$ cat config.mk
export PLATFORM = sky130hd
export DESIGN_NAME = dram_bridge_flat
export DESIGN_NICKNAME = d
export VERILOG_FILES = /design/src/rtl/dram_bridge_pkg.sv /design/src/rtl/dram_bridge_if.sv /design/src/rtl/dram_bridge.sv /design/src/flat_wrapper.sv
export SDC_FILE = /design/constraint.sdc
export NUM_CORES = 1
export LEC_CHECK = 0
export BUFFER_PORTS_ARGS = -buffer_cell sky130_fd_sc_hd__clkbuf_2
export CORE_AREA = 2 2 137 139
export CTS_BUF_LIST = sky130_fd_sc_hd__clkbuf_16
export DETAILED_ROUTE_END_ITERATION = 6
export DIE_AREA = 0 0 139 141
export PLACE_DENSITY = 0.91
export SLEW_MARGIN = 20
export SYNTH_ARGS = -nofsm -noshare
export SYNTH_HDL_FRONTEND = slang
export SYNTH_SLANG_ARGS = --single-unit
$ cat constraint.sdc
create_clock -name clk -period 4.8 [get_ports clk]
set_clock_uncertainty 0.2 [all_clocks]
set_input_delay 0.48 -clock clk [delete_from_list [all_inputs] [get_ports clk]]
set_output_delay 0.48 -clock clk [all_outputs]
set_load 0.02 [all_outputs]
$ cat src/rtl/dram_bridge_pkg.sv
// Shared types and constants for the single-outstanding DRAM command bridge.
package dram_bridge_pkg;

   // DRAM geometry: one 64-bit word per address, 8192 words.
   localparam int DRAM_DEPTH  = 8192;
   localparam int DEPTH_W_DEF = $clog2(DRAM_DEPTH);
   localparam int ADDR_W_DEF  = 32;
   localparam int DATA_W_DEF  = 64;
   localparam int RESP_W      = 2;

   localparam logic [RESP_W-1:0] RESP_OKAY = 2'b00;

   // Bridge sequencing: reads walk AR -> R, writes walk AW -> W -> B,
   // both finish with a one-cycle DONE that carries the completion pulse.
   typedef enum logic [2:0] {
      S_IDLE = 3'd0,
      S_AR   = 3'd1,
      S_R    = 3'd2,
      S_AW   = 3'd3,
      S_W    = 3'd4,
      S_B    = 3'd5,
      S_DONE = 3'd6
   } bridge_state_e;

   // Any response other than OKAY is reported as an error.
   function automatic logic resp_is_err(input logic [RESP_W-1:0] resp);
      return resp != RESP_OKAY;
   endfunction

endpackage

$ cat src/rtl/dram_bridge_if.sv
// Five-channel AXI-style link between the bridge (master) and the pseudo DRAM (slave).
//
// Handshake rule for every channel: a transfer happens on the rising clock edge
// where both VALID and READY are 1. Once the source raises VALID it keeps VALID
// and its payload (ADDR/DATA) constant until that edge; payload is 0 whenever
// VALID is 0. READY seen while VALID is 0 has no effect.
interface dram_bridge_if #(
   parameter int ADDR_W = 32,
   parameter int DATA_W = 64
) ();

   // Read address channel
   logic              AR_VALID;
   logic [ADDR_W-1:0] AR_ADDR;
   logic              AR_READY;
   // Read data channel
   logic              R_VALID;
   logic [DATA_W-1:0] R_DATA;
   logic [1:0]        R_RESP;
   logic              R_READY;
   // Write address channel
   logic              AW_VALID;
   logic [ADDR_W-1:0] AW_ADDR;
   logic              AW_READY;
   // Write data channel
   logic              W_VALID;
   logic [DATA_W-1:0] W_DATA;
   logic              W_READY;
   // Write response channel
   logic              B_VALID;
   logic [1:0]        B_RESP;
   logic              B_READY;

   modport master (
      output AR_VALID, AR_ADDR, R_READY,
      output AW_VALID, AW_ADDR, W_VALID, W_DATA, B_READY,
      input  AR_READY, R_VALID, R_DATA, R_RESP,
      input  AW_READY, W_READY, B_VALID, B_RESP
   );

   modport slave (
      input  AR_VALID, AR_ADDR, R_READY,
      input  AW_VALID, AW_ADDR, W_VALID, W_DATA, B_READY,
      output AR_READY, R_VALID, R_DATA, R_RESP,
      output AW_READY, W_READY, B_VALID, B_RESP
   );

endinterface

$ cat src/rtl/dram_bridge.sv
// Single-outstanding command bridge: takes one read or write from the core side,
// walks the DRAM channels strictly in order and returns one completion pulse.
// Every output is a flop, so payloads are naturally stable between handshakes.
module dram_bridge
   import dram_bridge_pkg::*;
#(
   parameter int ADDR_W  = ADDR_W_DEF,
   parameter int DATA_W  = DATA_W_DEF,
   parameter int DEPTH_W = DEPTH_W_DEF
) (
   input  logic                clk,
   input  logic                rst_n,
   // Core-side command port
   input  logic                in_valid,
   input  logic                direction,
   input  logic [DEPTH_W-1:0]  addr_dram,
   input  logic [DATA_W-1:0]   data_in,
   output logic                out_valid,
   output logic [DATA_W-1:0]   data_out,
   output logic                resp_err,
   // Current FSM state, for observation only
   output bridge_state_e       state_o,
   // DRAM-side channels
   dram_bridge_if.master       dram
);

   bridge_state_e     state_q;

   // Write data held from command acceptance until the W channel opens.
   logic [DATA_W-1:0] wdata_q;

   // Registered channel outputs
   logic              ar_valid_q;
   logic [ADDR_W-1:0] ar_addr_q;
   logic              r_ready_q;
   logic              aw_valid_q;
   logic [ADDR_W-1:0] aw_addr_q;
   logic              w_valid_q;
   logic [DATA_W-1:0] w_data_q;
   logic              b_ready_q;

   // Registered completion outputs
   logic              out_valid_q;
   logic [DATA_W-1:0] data_out_q;
   logic              resp_err_q;

   // Command sequencer: each handshake edge closes one channel and opens the
   // next on the same edge, so no bubble cycles appear between channels.
   always_ff @(posedge clk or negedge rst_n) begin
      if (!rst_n) begin
         state_q     <= S_IDLE;
         wdata_q     <= '0;
         ar_valid_q  <= 1'b0;
         ar_addr_q   <= '0;
         r_ready_q   <= 1'b0;
         aw_valid_q  <= 1'b0;
         aw_addr_q   <= '0;
         w_valid_q   <= 1'b0;
         w_data_q    <= '0;
         b_ready_q   <= 1'b0;
         out_valid_q <= 1'b0;
         data_out_q  <= '0;
         resp_err_q  <= 1'b0;
      end else begin
         case (state_q)
            S_IDLE: begin
               if (in_valid) begin
                  wdata_q <= data_in;
                  if (!direction) begin
                     ar_valid_q <= 1'b1;
                     ar_addr_q  <= ADDR_W'(addr_dram);
                     state_q    <= S_AR;
                  end else begin
                     aw_valid_q <= 1'b1;
                     aw_addr_q  <= ADDR_W'(addr_dram);
                     state_q    <= S_AW;
                  end
               end
            end

            S_AR: begin
               if (dram.AR_READY) begin
                  ar_valid_q <= 1'b0;
                  ar_addr_q  <= '0;
                  r_ready_q  <= 1'b1;
                  state_q    <= S_R;
               end
            end

            // Read data and response are captured straight into the
            // completion registers, which are presented during DONE.
            S_R: begin
               if (dram.R_VALID) begin
                  r_ready_q   <= 1'b0;
                  out_valid_q <= 1'b1;
                  data_out_q  <= dram.R_DATA;
                  resp_err_q  <= resp_is_err(dram.R_RESP);
                  state_q     <= S_DONE;
               end
            end

            S_AW: begin
               if (dram.AW_READY) begin
                  aw_valid_q <= 1'b0;
                  aw_addr_q  <= '0;
                  w_valid_q  <= 1'b1;
                  w_data_q   <= wdata_q;
                  state_q    <= S_W;
               end
            end

            S_W: begin
               if (dram.W_READY) begin
                  w_valid_q <= 1'b0;
                  w_data_q  <= '0;
                  b_ready_q <= 1'b1;
                  state_q   <= S_B;
               end
            end

            // Writes complete with zero data; only the response is reported.
            S_B: begin
               if (dram.B_VALID) begin
                  b_ready_q   <= 1'b0;
                  out_valid_q <= 1'b1;
                  data_out_q  <= '0;
                  resp_err_q  <= resp_is_err(dram.B_RESP);
                  state_q     <= S_DONE;
               end
            end

            // Completion is visible for exactly this one cycle; data_out and
            // resp_err return to 0 together with out_valid.
            S_DONE: begin
               out_valid_q <= 1'b0;
               data_out_q  <= '0;
               resp_err_q  <= 1'b0;
               state_q     <= S_IDLE;
            end

            default: begin
               state_q <= S_IDLE;
            end
         endcase
      end
   end

   // Drive the DRAM channels and core-side outputs from their flops.
   assign dram.AR_VALID = ar_valid_q;
   assign dram.AR_ADDR  = ar_addr_q;
   assign dram.R_READY  = r_ready_q;
   assign dram.AW_VALID = aw_valid_q;
   assign dram.AW_ADDR  = aw_addr_q;
   assign dram.W_VALID  = w_valid_q;
   assign dram.W_DATA   = w_data_q;
   assign dram.B_READY  = b_ready_q;

   assign out_valid = out_valid_q;
   assign data_out  = data_out_q;
   assign resp_err  = resp_err_q;
   assign state_o   = state_q;

endmodule

$ cat src/flat_wrapper.sv
// flat-port wrapper written by rule: the top's interface ports become plain ports
module dram_bridge_flat import dram_bridge_pkg::*;
#(
   parameter int ADDR_W  = ADDR_W_DEF,
   parameter int DATA_W  = DATA_W_DEF,
   parameter int DEPTH_W = DEPTH_W_DEF
)
  (clk, rst_n, in_valid, direction, addr_dram, data_in, out_valid, data_out, resp_err, state_o, dram_AR_VALID, dram_AR_ADDR, dram_R_READY, dram_AW_VALID, dram_AW_ADDR, dram_W_VALID, dram_W_DATA, dram_B_READY, dram_AR_READY, dram_R_VALID, dram_R_DATA, dram_R_RESP, dram_AW_READY, dram_W_READY, dram_B_VALID, dram_B_RESP);
  dram_bridge_if #(.ADDR_W(ADDR_W), .DATA_W(DATA_W)) dram_i ();
  input  logic clk;
  input  logic rst_n;
  input  logic in_valid;
  input  logic direction;
  input  logic [DEPTH_W-1:0] addr_dram;
  input  logic [DATA_W-1:0] data_in;
  output logic out_valid;
  output logic [DATA_W-1:0] data_out;
  output logic resp_err;
  output bridge_state_e state_o;
  output wire logic [$bits(dram_i.AR_VALID)-1:0] dram_AR_VALID;
  output wire logic [$bits(dram_i.AR_ADDR)-1:0] dram_AR_ADDR;
  output wire logic [$bits(dram_i.R_READY)-1:0] dram_R_READY;
  output wire logic [$bits(dram_i.AW_VALID)-1:0] dram_AW_VALID;
  output wire logic [$bits(dram_i.AW_ADDR)-1:0] dram_AW_ADDR;
  output wire logic [$bits(dram_i.W_VALID)-1:0] dram_W_VALID;
  output wire logic [$bits(dram_i.W_DATA)-1:0] dram_W_DATA;
  output wire logic [$bits(dram_i.B_READY)-1:0] dram_B_READY;
  input wire logic [$bits(dram_i.AR_READY)-1:0] dram_AR_READY;
  input wire logic [$bits(dram_i.R_VALID)-1:0] dram_R_VALID;
  input wire logic [$bits(dram_i.R_DATA)-1:0] dram_R_DATA;
  input wire logic [$bits(dram_i.R_RESP)-1:0] dram_R_RESP;
  input wire logic [$bits(dram_i.AW_READY)-1:0] dram_AW_READY;
  input wire logic [$bits(dram_i.W_READY)-1:0] dram_W_READY;
  input wire logic [$bits(dram_i.B_VALID)-1:0] dram_B_VALID;
  input wire logic [$bits(dram_i.B_RESP)-1:0] dram_B_RESP;
  assign dram_AR_VALID = dram_i.AR_VALID;
  assign dram_AR_ADDR = dram_i.AR_ADDR;
  assign dram_R_READY = dram_i.R_READY;
  assign dram_AW_VALID = dram_i.AW_VALID;
  assign dram_AW_ADDR = dram_i.AW_ADDR;
  assign dram_W_VALID = dram_i.W_VALID;
  assign dram_W_DATA = dram_i.W_DATA;
  assign dram_B_READY = dram_i.B_READY;
  assign dram_i.AR_READY = dram_AR_READY;
  assign dram_i.R_VALID = dram_R_VALID;
  assign dram_i.R_DATA = dram_R_DATA;
  assign dram_i.R_RESP = dram_R_RESP;
  assign dram_i.AW_READY = dram_AW_READY;
  assign dram_i.W_READY = dram_W_READY;
  assign dram_i.B_VALID = dram_B_VALID;
  assign dram_i.B_RESP = dram_B_RESP;
  dram_bridge #(.ADDR_W(ADDR_W), .DATA_W(DATA_W), .DEPTH_W(DEPTH_W)) u_core (.clk(clk), .rst_n(rst_n), .in_valid(in_valid), .direction(direction), .addr_dram(addr_dram), .data_in(data_in), .out_valid(out_valid), .data_out(data_out), .resp_err(resp_err), .state_o(state_o), .dram(dram_i));
endmodule
==> impl_results.md <==
* Seq/Total Area, Yosys at ~65%
* Warnings, synthesis at 0
* Xor/xnor share of the synthesized area at 0.0996%
* Synthesized area per cell at about 15 µm²
* Least-Margin Pin Slew at between 800 and 900 ps
* Die area at approximately 20,000 µm²
* I/O pins at ~360
* Critical path startpoint category: flop
* Fillers at ~1.3k
* First-pass GRT wire length at between 30 and 40 mm
* Ys async rst share at 100%
* Unrepaired setup endpoints after global routing: no
* Drt drc at 0
* Count of final setup violators at 0
* Post-CTS Setup Inserts at 0
* Post-layout minimum cycle time at ~2600 ps
* Starting density of the core at between 40% and 50%
* Slew Viols, Final at 0
* Starting DRT DRC Count at about 310
* Synthesis-to-layout area growth at 29.2%
* Vias in the first global route at about 6.4k
* Root buffer cell: clkbuf_16
* Drt wl/cell at between 15 and 20 µm
* Worst min path class: in2reg
* Longest Clk Path Bufs at 3
* CTS Sinks at around 230
* Max frequency at 390 MHz
* Mapped Cells at 579
* Setup_tns at 0 ps
* VDD IR-drop max at around 0.38 mV
* Die Y at between 100 and 150 µm
* Top FF cell, synth: dfrtp_1
* Placed insts at ~1.1k
* Clk slew on worst S/H paths at 60 ps
* Largest family of logic cells by synthesized area: compound AO/OA/AOI/OAI gates
* Clock Latency Late Sink at between 400 and 500 ps
* Comb pwr share at 36.3%
* Max-capacitance violation count at 0
* Power Internal at between 0.004 and 0.005 W
* Net Sw Power at 0.00284 W
* Largest net degree at the start of global routing at roughly 120
* EDFF count, synth at 0
* IO buf count at 317
* Slew headroom at a little over two fifths
* Crit end category: flop
* Rows at 50
* Final Instance Count excl. Fillers at 1,171
* Overall Global Routing Usage at approximately 22%
* Pre-CTS setup slack at 2240 ps
* Worst Path Arrival at 2790 ps
* Ranking of synthesized cells by area: dfrtp_1 (65%), a22o_1 (15%), mux2_2 (8.3%), buf_4 (3.5%), buf_6 (1.5%)
* Leak Pwr at about 5.9 nW
* Multiplexer area fraction after synthesis at roughly 8.7%
* Compound-cell area share of the yosys netlist at between 10% and 20%
* Total vias in the final route at 6,314
* Adder-cell share of the synthesized area at 0%
* # nets final at 1,075
* WP data required at just over 5000 ps
* Core area at 18,300 µm²
* Pwr per Cell Area at approximately 680 nW/µm²
* Critical path peak fanout at 33
* Core Util, Final at between 60% and 70%
* Fin worst setup slack at approximately 2200 ps
* Outcome: complete, no violations
* Area leader, netlist: dfrtp_1
* Drt pass-1 iters at 4
* Sequential power share at a little over two fifths
* Chip width at approximately 140 µm
* Tcrit/Tclk final at between 50% and 60%
* Share of cells above drive strength 1 at 45.8%
* Initial antenna violation count at 2
* Final count of hold timing violations at 0
* Vias/cell at between 5 and 6
* Synth top cells by count: dfrtp_1 (228), a22o_1 (155), mux2_2 (65)
* Routed Antenna Nets at 0
* RePlAce Congestion at slightly above 0.8
* Distinct cells, synth at 38
* Hold slack at 8.17 ps
* Crit path kind: reg2reg
* Post-Synth Simple-Gate Area at between 1.5 and 2%
* Clk pwr share at 21.7%
* Post-DP HPWL at around 14 mm
* Mapped cell area at between 8000 and 9000 µm²
* Inserted Clock Buffers at 23
* Total congestion overflow at 0
* Most common cell in the netlist: dfrtp_1
* CTS tree: done
* Yosys reg bits at between 200 and 250
* CTS H-Tree Depth at 1
* Synth top area share at around two thirds
* WL final at around 22 mm
* Switching share of power at 36.5%
==> area by class of cell <==
class / count / area (µm²) / share of cell area (%)
Sequential cell: 228 / 5710 / 50.2
Tap cell: 234 / 293 / 2.58
Timing Repair Buffer: 361 / 2030 / 17.9
Antenna cell: 2 / 5.00 / 0.0440
Clock buffer: 23 / 576 / 5.07
Multi-Input combinational cell: 305 / 2620 / 23.0
Inverter: 2 / 7.51 / 0.0661
Clock inverter: 16 / 126 / 1.11
==> routing by layer <==
layer	global-route usage, %	up-vias	wire length [µm]
met4	8.77	0	749
met5	0	-	0
met3	5.47	52	1870
met2	35.7	323	11000
li1	-	2775	-
met1	28.0	3164	8620
==> cells in the final DEF, fill, tap and decap left out, types with 3 or more instances in the layout <==
master | synthesis | routed
clkbuf_2 | 0 | 316
clkinv_2 | 0 | 5
clkbuf_16 | 0 | 23
a21o_1 | 5 | 5
nor2_1 | 3 | 3
mux2_2 | 65 | 65
mux2i_1 | 3 | 3
a21oi_1 | 3 | 3
dlygate4sd3_1 | 0 | 37
conb_1 | 1 | 38
a22o_1 | 155 | 155
and2_1 | 3 | 3
o21ai_0 | 3 | 3
dfrtp_1 | 228 | 228
inv_1 | 2 | 7
buf_4 | 41 | 6
==> critical path, cell delays in order (launching register included) <==
cell,delay (ps)
dfrtp_1,760
and4b_2,330
a31oi_4,520
buf_4,460
a22o_1,200
==> power groups by stage <==
stage	registers, W	clock network [W]	logic [W]
4_1_cts	0.00325	0.00171	0.00283
3_5_place_dp	0.00326	0	0.00281
5_1_grt	0.00336	0.00180	0.00301
3_3_place_gp	0.00324	0	0.00272
2_1_floorplan	0.00377	0	0.00144
6_report	0.00327	0.00169	0.00282
==> metrics by stage <==
stage          power [W]  cell area [µm²]
2_1_floorplan    0.00521             8930
3_3_place_gp     0.00595            10300
3_5_place_dp     0.00607            10300
4_1_cts          0.00780            11400
5_1_grt          0.00818            11400
6_report         0.00778            11400
==> path summary, 6_finish.rpt <==
| check | start | end | slack [ps] | depth (start not counted) |
|---|---|---|---|---|
| worst max-delay path | u_core.state_o[2] | u_core.dram.W_DATA[36] | 2240 | 4 |
| worst min-delay path | dram_R_DATA[0] | u_core.data_out[0] | 8 | 2 |
| worst max register to register | u_core.state_o[2] | u_core.dram.W_DATA[36] | 2240 | 4 |
| worst min register to register | u_core.dram.AW_VALID | u_core.dram.AW_VALID | 290 | 1 |
| max in group asynchronous | rst_n | u_core.state_o[2] | 2890 | 3 |
| min in group asynchronous | rst_n | u_core.dram.W_DATA[38] | 440 | 2 |
==> registers in the layout, indices dropped and copies added, names as in the netlist <==
name and cells:
u_core.data_out 64, u_core.dram.W_DATA 64, u_core.wdata_q 64, u_core.dram.AR_ADDR 13
u_core.dram.AW_ADDR 13, u_core.state_o 3, u_core.dram.AR_VALID 1, u_core.dram.AW_VALID 1
u_core.dram.B_READY 1, u_core.dram.R_READY 1, u_core.dram.W_VALID 1, u_core.out_valid 1
u_core.resp_err 1
==> logic make-up after synthesis <==
| kind of cell | count (synthesis) |
|---|---|
| other | 1 |
| muxes | 68 |
| AOI/OAI and AO/OA | 177 |
| xor gates and xnor gates | 1 |
| buffers and inverters | 83 |
| and+or+nand+nor | 21 |
| DFF | 228 |
==> repair_timing <==
| action | CTS | global route |
|---|---|---|
| resized for setup | 0 | 0 |
| hold buffers | 37 | 0 |
| hold endpoints to repair | 151 | 0 |
Note: power is estimated with default switching activity, not from simulation.
